==> config.mk <==
export PLATFORM = sky130hd
export DESIGN_NAME = data_mem_uart_dumper_flat
export DESIGN_NICKNAME = d
export VERILOG_FILES = /design/src/rtl/data_mem_uart_dumper_pkg.sv /design/src/rtl/data_mem_uart_dumper_if.sv /design/src/rtl/data_mem_uart_dumper_serializer.sv /design/src/rtl/data_mem_uart_dumper.sv /design/src/flat_wrapper.sv
export SDC_FILE = /design/constraint.sdc
export NUM_CORES = 1
export LEC_CHECK = 0
export ABC_AREA = 1
export CAP_MARGIN = 10
export CORE_MARGIN = 2
export CORE_UTILIZATION = 50
export DETAILED_ROUTE_END_ITERATION = 8
export GPL_TIMING_DRIVEN = 1
export PLACE_DENSITY = 0.9
export SLEW_MARGIN = 10
export SYNTH_ARGS = -nofsm -noshare
export SYNTH_HDL_FRONTEND = slang
export SYNTH_SLANG_ARGS = --single-unit
==> constraint.sdc <==
create_clock -name clk -period 2.6 [get_ports clk]
set_input_delay 0.52 -clock clk [delete_from_list [all_inputs] [get_ports clk]]
set_output_delay 0.52 -clock clk [all_outputs]
set_load 0.02 [all_outputs]
==> src/rtl/data_mem_uart_dumper_pkg.sv <==
// Shared types and helpers for the data-memory UART dumper.
// State encoding, byte-per-word math and counter sizing.
package data_mem_uart_dumper_pkg;

  typedef enum logic [2:0] {
    S_IDLE   = 3'd0,
    S_READ   = 3'd1,
    S_WAIT   = 3'd2,
    S_SEND   = 3'd3,
    S_FINISH = 3'd4
  } state_t;

  function automatic int bytes_per_word(int dw, int bw);
    return (dw + bw - 1) / bw;
  endfunction

  function automatic int byte_cnt_width(int bpw);
    return $clog2(bpw + 1);
  endfunction

endpackage

==> src/rtl/data_mem_uart_dumper_if.sv <==
// Control, data-memory and UART-byte signals of the dumper.
// master = dumper side, slave = surrounding system side.
interface data_mem_uart_dumper_if #(
  parameter int DATA_MEM_WIDTH      = 12,
  parameter int DATA_MEM_ADDR_WIDTH = 12,
  parameter int BYTE_WIDTH          = 8
) ();

  logic                         startN;
  logic [DATA_MEM_ADDR_WIDTH-1:0] startAddr;
  logic [DATA_MEM_ADDR_WIDTH:0]   wordCount;
  logic [DATA_MEM_WIDTH-1:0]      memData;
  logic [DATA_MEM_ADDR_WIDTH-1:0] memAddr;
  logic [BYTE_WIDTH-1:0]          txByte;
  logic                         txValid;
  logic                         txReady;
  logic                         busy;
  logic                         done;

  modport master (
    input  startN, startAddr, wordCount,
    input  memData, txReady,
    output memAddr, txByte, txValid,
    output busy, done
  );

  modport slave (
    output startN, startAddr, wordCount,
    output memData, txReady,
    input  memAddr, txByte, txValid,
    input  busy, done
  );

endinterface

==> src/rtl/data_mem_uart_dumper_serializer.sv <==
// Splits one memory word into bytes, LSB first,
// and owns the valid/ready handshake toward the UART.
module word_byte_serializer
  import data_mem_uart_dumper_pkg::*;
#(
  parameter int WORD_WIDTH = 12,
  parameter int BYTE_WIDTH = 8
) (
  input  logic                  clk,
  input  logic                  rstN,
  input  logic                  load,
  input  logic [WORD_WIDTH-1:0] word,
  input  logic                  tx_ready,
  output logic [BYTE_WIDTH-1:0] tx_byte,
  output logic                  tx_valid,
  output logic                  last_xfer
);

  localparam int BPW = bytes_per_word(WORD_WIDTH, BYTE_WIDTH);
  localparam int CW  = byte_cnt_width(BPW);
  localparam int SW  = BPW * BYTE_WIDTH;

  logic [SW-1:0] shreg;
  logic [SW-1:0] ext;
  logic [SW-1:0] nxt;
  logic [CW-1:0] byte_cnt;
  logic          xfer;

  assign ext       = SW'(word);
  assign nxt       = shreg >> BYTE_WIDTH;
  assign xfer      = tx_valid & tx_ready;
  assign last_xfer = xfer && (byte_cnt == CW'(BPW - 1));

  // load a word, then advance one byte per accepted transfer
  always_ff @(posedge clk or negedge rstN) begin
    if (!rstN) begin
      shreg    <= '0;
      byte_cnt <= '0;
      tx_byte  <= '0;
      tx_valid <= 1'b0;
    end else if (load) begin
      shreg    <= ext;
      byte_cnt <= '0;
      tx_byte  <= ext[BYTE_WIDTH-1:0];
      tx_valid <= 1'b1;
    end else if (xfer) begin
      if (last_xfer) begin
        tx_valid <= 1'b0;
      end else begin
        shreg    <= nxt;
        tx_byte  <= nxt[BYTE_WIDTH-1:0];
        byte_cnt <= byte_cnt + 1'b1;
      end
    end
  end

endmodule

==> src/rtl/data_mem_uart_dumper.sv <==
// Reads a block of DATA_RAM words and streams them
// byte by byte to the UART transmitter.
module data_mem_uart_dumper
  import data_mem_uart_dumper_pkg::*;
#(
  parameter int DATA_MEM_WIDTH      = 12,
  parameter int DATA_MEM_ADDR_WIDTH = 12,
  parameter int BYTE_WIDTH          = 8
) (
  input logic                    clk,
  input logic                    rstN,
  data_mem_uart_dumper_if.master bus
);

  localparam int AW = DATA_MEM_ADDR_WIDTH;

  state_t                state;
  logic [AW-1:0]         mem_addr;
  logic [AW:0]           remaining;
  logic                  busy;
  logic                  done;
  logic                  load;
  logic                  last_xfer;
  logic [BYTE_WIDTH-1:0] tx_byte;
  logic                  tx_valid;

  assign load        = (state == S_WAIT);
  assign bus.memAddr = mem_addr;
  assign bus.busy    = busy;
  assign bus.done    = done;
  assign bus.txByte  = tx_byte;
  assign bus.txValid = tx_valid;

  word_byte_serializer #(
    .WORD_WIDTH (DATA_MEM_WIDTH),
    .BYTE_WIDTH (BYTE_WIDTH)
  ) u_ser (
    .clk       (clk),
    .rstN      (rstN),
    .load      (load),
    .word      (bus.memData),
    .tx_ready  (bus.txReady),
    .tx_byte   (tx_byte),
    .tx_valid  (tx_valid),
    .last_xfer (last_xfer)
  );

  // dump sequencing: address, word count and status flags
  always_ff @(posedge clk or negedge rstN) begin
    if (!rstN) begin
      state     <= S_IDLE;
      mem_addr  <= '0;
      remaining <= '0;
      busy      <= 1'b0;
      done      <= 1'b0;
    end else begin
      unique case (state)
        S_IDLE, S_FINISH: begin
          if (!bus.startN) begin
            remaining <= bus.wordCount;
            if (bus.wordCount == '0) begin
              state <= S_FINISH;
              busy  <= 1'b0;
              done  <= 1'b1;
            end else begin
              mem_addr <= bus.startAddr;
              state    <= S_READ;
              busy     <= 1'b1;
              done     <= 1'b0;
            end
          end
        end
        S_READ: state <= S_WAIT;
        S_WAIT: state <= S_SEND;
        S_SEND: begin
          if (last_xfer) begin
            remaining <= remaining - 1'b1;
            if (remaining > (AW+1)'(1)) begin
              mem_addr <= mem_addr + 1'b1;
              state    <= S_READ;
            end else begin
              state <= S_FINISH;
              busy  <= 1'b0;
              done  <= 1'b1;
            end
          end
        end
        default: state <= S_IDLE;
      endcase
    end
  end

endmodule

==> src/flat_wrapper.sv <==
// flat-port wrapper written by rule: the top's interface ports become plain ports
module data_mem_uart_dumper_flat import data_mem_uart_dumper_pkg::*;
#(
  parameter int DATA_MEM_WIDTH      = 12,
  parameter int DATA_MEM_ADDR_WIDTH = 12,
  parameter int BYTE_WIDTH          = 8
)
  (clk, rstN, bus_startN, bus_startAddr, bus_wordCount, bus_memData, bus_txReady, bus_memAddr, bus_txByte, bus_txValid, bus_busy, bus_done);
  data_mem_uart_dumper_if #(.DATA_MEM_WIDTH(DATA_MEM_WIDTH), .DATA_MEM_ADDR_WIDTH(DATA_MEM_ADDR_WIDTH), .BYTE_WIDTH(BYTE_WIDTH)) bus_i ();
  input logic clk;
  input logic rstN;
  input wire logic [$bits(bus_i.startN)-1:0] bus_startN;
  input wire logic [$bits(bus_i.startAddr)-1:0] bus_startAddr;
  input wire logic [$bits(bus_i.wordCount)-1:0] bus_wordCount;
  input wire logic [$bits(bus_i.memData)-1:0] bus_memData;
  input wire logic [$bits(bus_i.txReady)-1:0] bus_txReady;
  output wire logic [$bits(bus_i.memAddr)-1:0] bus_memAddr;
  output wire logic [$bits(bus_i.txByte)-1:0] bus_txByte;
  output wire logic [$bits(bus_i.txValid)-1:0] bus_txValid;
  output wire logic [$bits(bus_i.busy)-1:0] bus_busy;
  output wire logic [$bits(bus_i.done)-1:0] bus_done;
  assign bus_i.startN = bus_startN;
  assign bus_i.startAddr = bus_startAddr;
  assign bus_i.wordCount = bus_wordCount;
  assign bus_i.memData = bus_memData;
  assign bus_i.txReady = bus_txReady;
  assign bus_memAddr = bus_i.memAddr;
  assign bus_txByte = bus_i.txByte;
  assign bus_txValid = bus_i.txValid;
  assign bus_busy = bus_i.busy;
  assign bus_done = bus_i.done;
  data_mem_uart_dumper #(.DATA_MEM_WIDTH(DATA_MEM_WIDTH), .DATA_MEM_ADDR_WIDTH(DATA_MEM_ADDR_WIDTH), .BYTE_WIDTH(BYTE_WIDTH)) u_core (.clk(clk), .rstN(rstN), .bus(bus_i));
endmodule
# --- Yosys cells after proc, flatten, opt, wreduce, memory -nomap -nowiden ---
# Index checks and enable logic that the tools add are counted.
totals:
  wordCells: 73
  regBits: 57
  input_bits: 41
  output_inout_bits: 23
classes:
  muxes: 35
  magnitude_cmp: 1
  add_sub_neg: 3
  n_bitwise: 1
  reduce_logical: 13
  eq_ne: 11
op_table:
  columns: ["cell", "n"]
  rows:
  - ["12-bit two-way mux", 4]
  - ["16-bit two-way mux", 3]
  - ["13-bit two-way mux", 2]
  - ["13-bit one-hot mux with 2 select lines", 1]
  - ["8-bit two-way mux", 3]
  - ["12-bit one-hot mux with 2 select lines", 1]
  - ["13-bit by 1-bit greater-than comparator with 1-bit output (second input constant)", 1]
  - ["13-bit logical NOT", 1]
  - ["13-bit by 1-bit subtractor with 13-bit output (second input constant)", 1]
  - ["12-bit by 1-bit adder with 12-bit output (second input constant)", 1]
  - ["3-bit two-way mux", 4]
  - ["3-bit one-hot mux with 4 select lines", 1]
  - ["1-bit two-way mux", 11]
  - ["3-bit by 2-bit equality test with 1-bit output (second input constant)", 2]
  - ["2-bit two-way mux", 3]
  - ["2-bit by 1-bit inequality test with 1-bit output (second input constant)", 3]
  - ["2-bit inequality test (second input constant)", 3]
  - ["2-bit AND reduction", 3]
  - ["2-bit nonzero test", 3]
  - ["5-bit AND reduction", 1]
  - ["1-bit one-hot mux with 2 select lines", 2]
  - ["4-bit AND reduction", 1]
  - ["3-bit by 1-bit equality test with 1-bit output (second input constant)", 1]
  - ["3-bit equality test (second input constant)", 1]
  - ["other kinds (7)", 7]

# --- Longest topological paths before layout ---
logic_depth:
  depth_word: 5
  mapped_depth: 11

# --- Hierarchy ---
# A second synthesis with hierarchy kept.
hier_totals:
  hier_cells: 408
  hier_area_um2: 2798.9
by_module_without_submodules:
  columns: ["mod", "area_per_inst_um2", "cells_each", "seq_area_each_um2", "n_inst"]
  rows:
  - ["data_mem_uart_dumper", 2031.9, 315, 750.7, 1]
  - ["word_byte_serializer", 767.0, 93, 375.4, 1]

# --- Worst setup path after synthesis ---
# OpenSTA, ideal clock, no wires.
synth_path:
  path_type: "input -> register"
  start: "input bus_wordCount[1]"
  end: "register u_core.mem_addr[6] (netlist: u_core.bus.memAddr[6])"
  path_buffers: 1
  setup_slack_ns: 1.016
  t_arrival_ns: 1.519
  path_stages: 9
  setup_ns: 0.065
  cell_sequence: "or2_2 nor2_1 nand2_1 nor2_1 inv_1 nand3_1 buf_2 nand2_1 nand2_1"
synth_via:
  elab_chain_len: 3
synth_lines:
  columns: ["item", "line_no", "rtl"]
  rows:
  - ["start, declared", "flat_wrapper.sv:14", "input wire logic [$bits(bus_i.wordCount)-1:0] bus_wordCount;"]
  - ["13-bit logical NOT", "data_mem_uart_dumper.sv:61", "if (bus.wordCount == '0) begin"]
  - ["2-bit inequality test (no source line)", null, null]
  - ["5-bit AND reduction (no source line)", null, null]
  - ["end signal, assigned", "data_mem_uart_dumper.sv:66", "mem_addr <= bus.startAddr;"]
  - ["end signal, assigned", "data_mem_uart_dumper.sv:79", "mem_addr <= mem_addr + 1'b1;"]
  - ["end, declared", "data_mem_uart_dumper.sv:18", "logic [AW-1:0] mem_addr;"]
# No other way between the ends.
# A chain may end at the register's enable or synchronous reset.

# --- Final worst setup path ---
layout_path:
  start: "input bus_wordCount[1]"
  end: "register u_core.mem_addr[11] (netlist: u_core.bus.memAddr[11])"
# The elaborated chain is that of the path after synthesis.

==> summary.md <==
| Metric | Value |
|---|---|
| Status | complete, no violations |
| CTS sink cnt | 45 |
| Clk root buf | clkbuf_8 |
| WL met3 | 523 um |
| Worst-path cell chain | clkdlybuf4s50_1, or2_2, nor2_1, nand2_1, nor2_1, a21oi_1, nand3_1, nand2_1 |
| Port-buffer cells | 63 |
| Largest cells by area after synthesis | dfrtp_1 41%, nand2_1 18%, o21ai_0 7.0%, nand3_1 6.3%, nor2_1 5.7% |
| Bufs on Longest Clock Path | 2 |
| Final min period | 2.18 ns |
| Setup TNS | 0 ns |
| Synth top area share | 40.6% |
| Routed wire length | 6820 um |
| Worst Path Max Fanout | 12 |
| Clk pin slew, worst setup/hold paths | 0.08 ns |
| Slew @ Worst Pin | 0.994 ns |
| H-tree depth | 2 |
| Combinational power share | 56.2% |
| M1 wire length | 2850 um |
| DR WL/cell | 12.9 um |
| Crit-path leading delay family | compound AO/OA/AOI/OAI gates |
| GRT Util Overall | 23.6% |
| Post-route clock period utilization | 83.7% |
| Post-synthesis cell count | 400 |
| Switching power | 2.04 mW |
| Row cnt | 27 |
| Hold crit path type | input port to async pin |
| Seq/Total Area, Yosys | 40.6% |
| Final setup fails | 0 |
| Critical Path RT | 2.84 ns |
| Final Slew Violations | 0 |
| Highest routed layer | met4 |
| Drt initial violations | 200 |
| Placeable Area | 0.00544 sq mm |
| Setup Skew | 0.00294 ns |
| FILL cells | 467 |
| Compound-Gate Fraction of Synth Area | 13.3% |
| Clk pwr share | 12.4% |
| Drt drc | 0 |
| Die area | 0.00616 sq mm |
| Total power | 4.29 mW |
| Net Count, Synth | 445 |
| Slowest-stage cell, CP | a21oi_1 |
| IO Pins | 64 |
| CTS tree | yes |
| Initial antenna violation count | 0 |
| Sequential power share | 31.4% |
| CP max stage delay | 0.76 ns |
| Largest net degree at the start of global routing | 26 |
| First-pass GRT wire length | 11500 um |
| Synth cell types | 27 |
| Die height | 78.5 um |
| Register bit total from synthesis | 45 |
| ANT cells | 0 |
| Peak VDD IR | 622 uV |
| Crit path launch type | input port |
| Leakage | 1.65 nW |
| CP endpoint kind | flip-flop |
| Yosys top cell by area | dfrtp_1 |
| Layout Nets | 499 |
| Setup bufs post-CTS | 0 |
| Syn avg cell area | 6.93 sq um |
| Number of vias in the routed layout | 2809 |
| Crit Path Category | input port to flip-flop |
| Final Non-Filler Cells | 527 |
| R2r setup slk | 0.58 ns |
| Power per cell area | 1230 mW/mm^2 |
| Vias in the first global route | 2642 |
| Crit path DAT | 2.41 ns |
| Final HPWL DP | 4810 um |
| Reg2reg end | u_core.bus.memAddr[11] |
| Cell Int Power | 2.25 mW |
| Starting density of the core | 51.0% |
| Synth Cell Area | 0.00277 sq mm |
| Synthesis Warnings | 0 |
| Post-CTS Resized | 0 |
| Post-synthesis xor/xnor area fraction | 0.316% |
| Combinational family with the most area after synthesis | simple AND/OR/NAND/NOR gates |
| Simple-gate share of the synthesized area | 33.5% |
| Grt ovf | 0 |
| Post-synthesis adder-cell area fraction | 1.81% |
| Antenna violation net count after detailed routing | 0 |
| Worst r2r path cells | 8 |
| Inserted Clock Buffers | 5 |
| Sw Share | 47.6% |
| Cts hold-fix bufs | 0 |
| Final hold vios | 0 |
| Die Width | 78.5 um |
| Mux cell area share after synthesis | 0% |
| Unrepaired setup endpoints after global routing | false |
| Placed Instances | 519 |
| Max Freq | 0.459 GHz |
| RR Startpoint | u_core.remaining[0] |
| Layout cells sized above 1 | 5.49% |
| Drt pass-1 iters | 5 |
| Clk_lat worst skew | 0.30 ns |
| Final Wtd Congestion | 0.919 |
| Layout Area Growth over Synthesis | 26.2% |
| Maxcap violations | 0 |
| WP buf/inv | 1 |
| Vias/cell | 5.33 |
| WL met2 | 3340 um |
| Slew margin rel. | 33.7% |
==> layer usage <==
| metal | up-vias | global-route usage (%) |
|---|---|---|
| li1 | 1378 | - |
| met5 | - | 0 |
| met4 | 0 | 9.65 |
| met1 | 1272 | 29.8 |
| met3 | 11 | 4.83 |
| met2 | 148 | 39.5 |
==> area by class of cell <==
cell class / instances / area [sq um] / share of cell area (%)
inverters: 39 / 146 / 4.18
clock inverters: 2 / 38.8 / 1.11
well taps: 72 / 90.1 / 2.57
multi-input cells: 294 / 1360 / 38.7
flip-flops and latches: 45 / 1130 / 32.2
clock buffers: 6 / 72.6 / 2.07
repair buffers: 69 / 671 / 19.2
==> per-stage QoR <==
stage	area (sq um)	hold WS (ns)	util, %	setup WS, ns
6_report	3500	0.164	64.3	0.423
5_1_grt	3500	0.188	64.3	0.320
4_1_cts	3500	0.175	64.3	0.516
3_5_place_dp	3390	0.495	62.3	0.253
3_3_place_gp	3390	0.493	62.3	0.357
2_1_floorplan	2770	0.224	-	1.02
==> power by group through the flow <==
stage          registers [mW]  clock network, mW  logic [mW]
2_1_floorplan            1.40                  0        1.67
3_3_place_gp             1.34                  0        2.28
3_5_place_dp             1.35                  0        2.38
4_1_cts                  1.34              0.541        2.40
5_1_grt                  1.40              0.578        2.71
6_report                 1.35              0.531        2.41
==> state kept, by name (all words and copies together), names as in the netlist <==
name	count
u_core.bus.done	1
u_core.u_ser.tx_byte	7
u_core.remaining	13
u_core.state	3
u_core.u_ser.tx_valid	1
u_core.u_ser.shreg	5
u_core.bus.busy	1
u_core.bus.memAddr	12
u_core.u_ser.byte_cnt	2
==> cell usage after synthesis (all sizes together) <==
library cell / count
a21oi: 13
buf: 20
clkbuf: 2
dfrtp: 45
ha: 4
inv: 39
nand2: 136
nand3: 35
nand3b: 1
nand4: 3
nor2: 44
nor3: 1
o211ai: 7
o21a: 1
o21ai: 43
o22ai: 2
o31ai: 1
or2: 2
xor2: 1
==> logic make-up (layout without fill, tap and decap cells) <==
family / after synthesis / count (layout)
xor+xnor: 1 / 1
buf+inv: 61 / 116
simple gates: 222 / 222
compound gates: 67 / 67
flops: 45 / 45
fa+ha+maj: 4 / 4
==> worst reg2reg max path, stage by stage, from the launching register on <==
cell,delay (ns)
dfrtp_1,0.41
ha_1,0.20
nand2_1,0.06
nor2_1,0.04
nand2_1,0.05
nand2_1,0.12
a21oi_1,0.79
nand3_1,0.18
nand2_1,0.11
==> placed cells by master, fill, tap and decap left out <==
cell and count:
a21oi_1 12, a21oi_2 1, buf_2 1, buf_4 6
bufinv_16 1, clkbuf_1 1, clkbuf_8 5, clkdlybuf4s50_1 62
clkinv_4 1, dfrtp_1 45, ha_1 4, inv_1 38
inv_2 1, nand2_1 133, nand2_2 3, nand3_1 35
nand3b_1 1, nand4_1 3, nor2_1 42, nor2_4 2
nor3_4 1, o211ai_1 7, o21a_1 1, o21ai_0 39
o21ai_1 3, o21ai_2 1, o22ai_1 2, o31ai_1 1
or2_2 2, xor2_1 1
==> worst max path at each step <==
| stage | endpoint | cells past startpoint | startpoint |
|---|---|---|---|
| 2_1_floorplan | u_core.bus.memAddr[6] | 9 | bus_wordCount[1] |
| 3_3_place_gp | u_core.bus.memAddr[11] | 9 | bus_wordCount[10] |
| 3_5_place_dp | u_core.bus.memAddr[11] | 9 | bus_wordCount[7] |
| 4_1_cts | u_core.bus.memAddr[11] | 8 | bus_wordCount[1] |
| 5_1_grt | u_core.bus.memAddr[10] | 8 | bus_wordCount[1] |
| 6_report | u_core.bus.memAddr[11] | 8 | bus_wordCount[1] |
No activity file was read; power rests on OpenSTA's default activity.
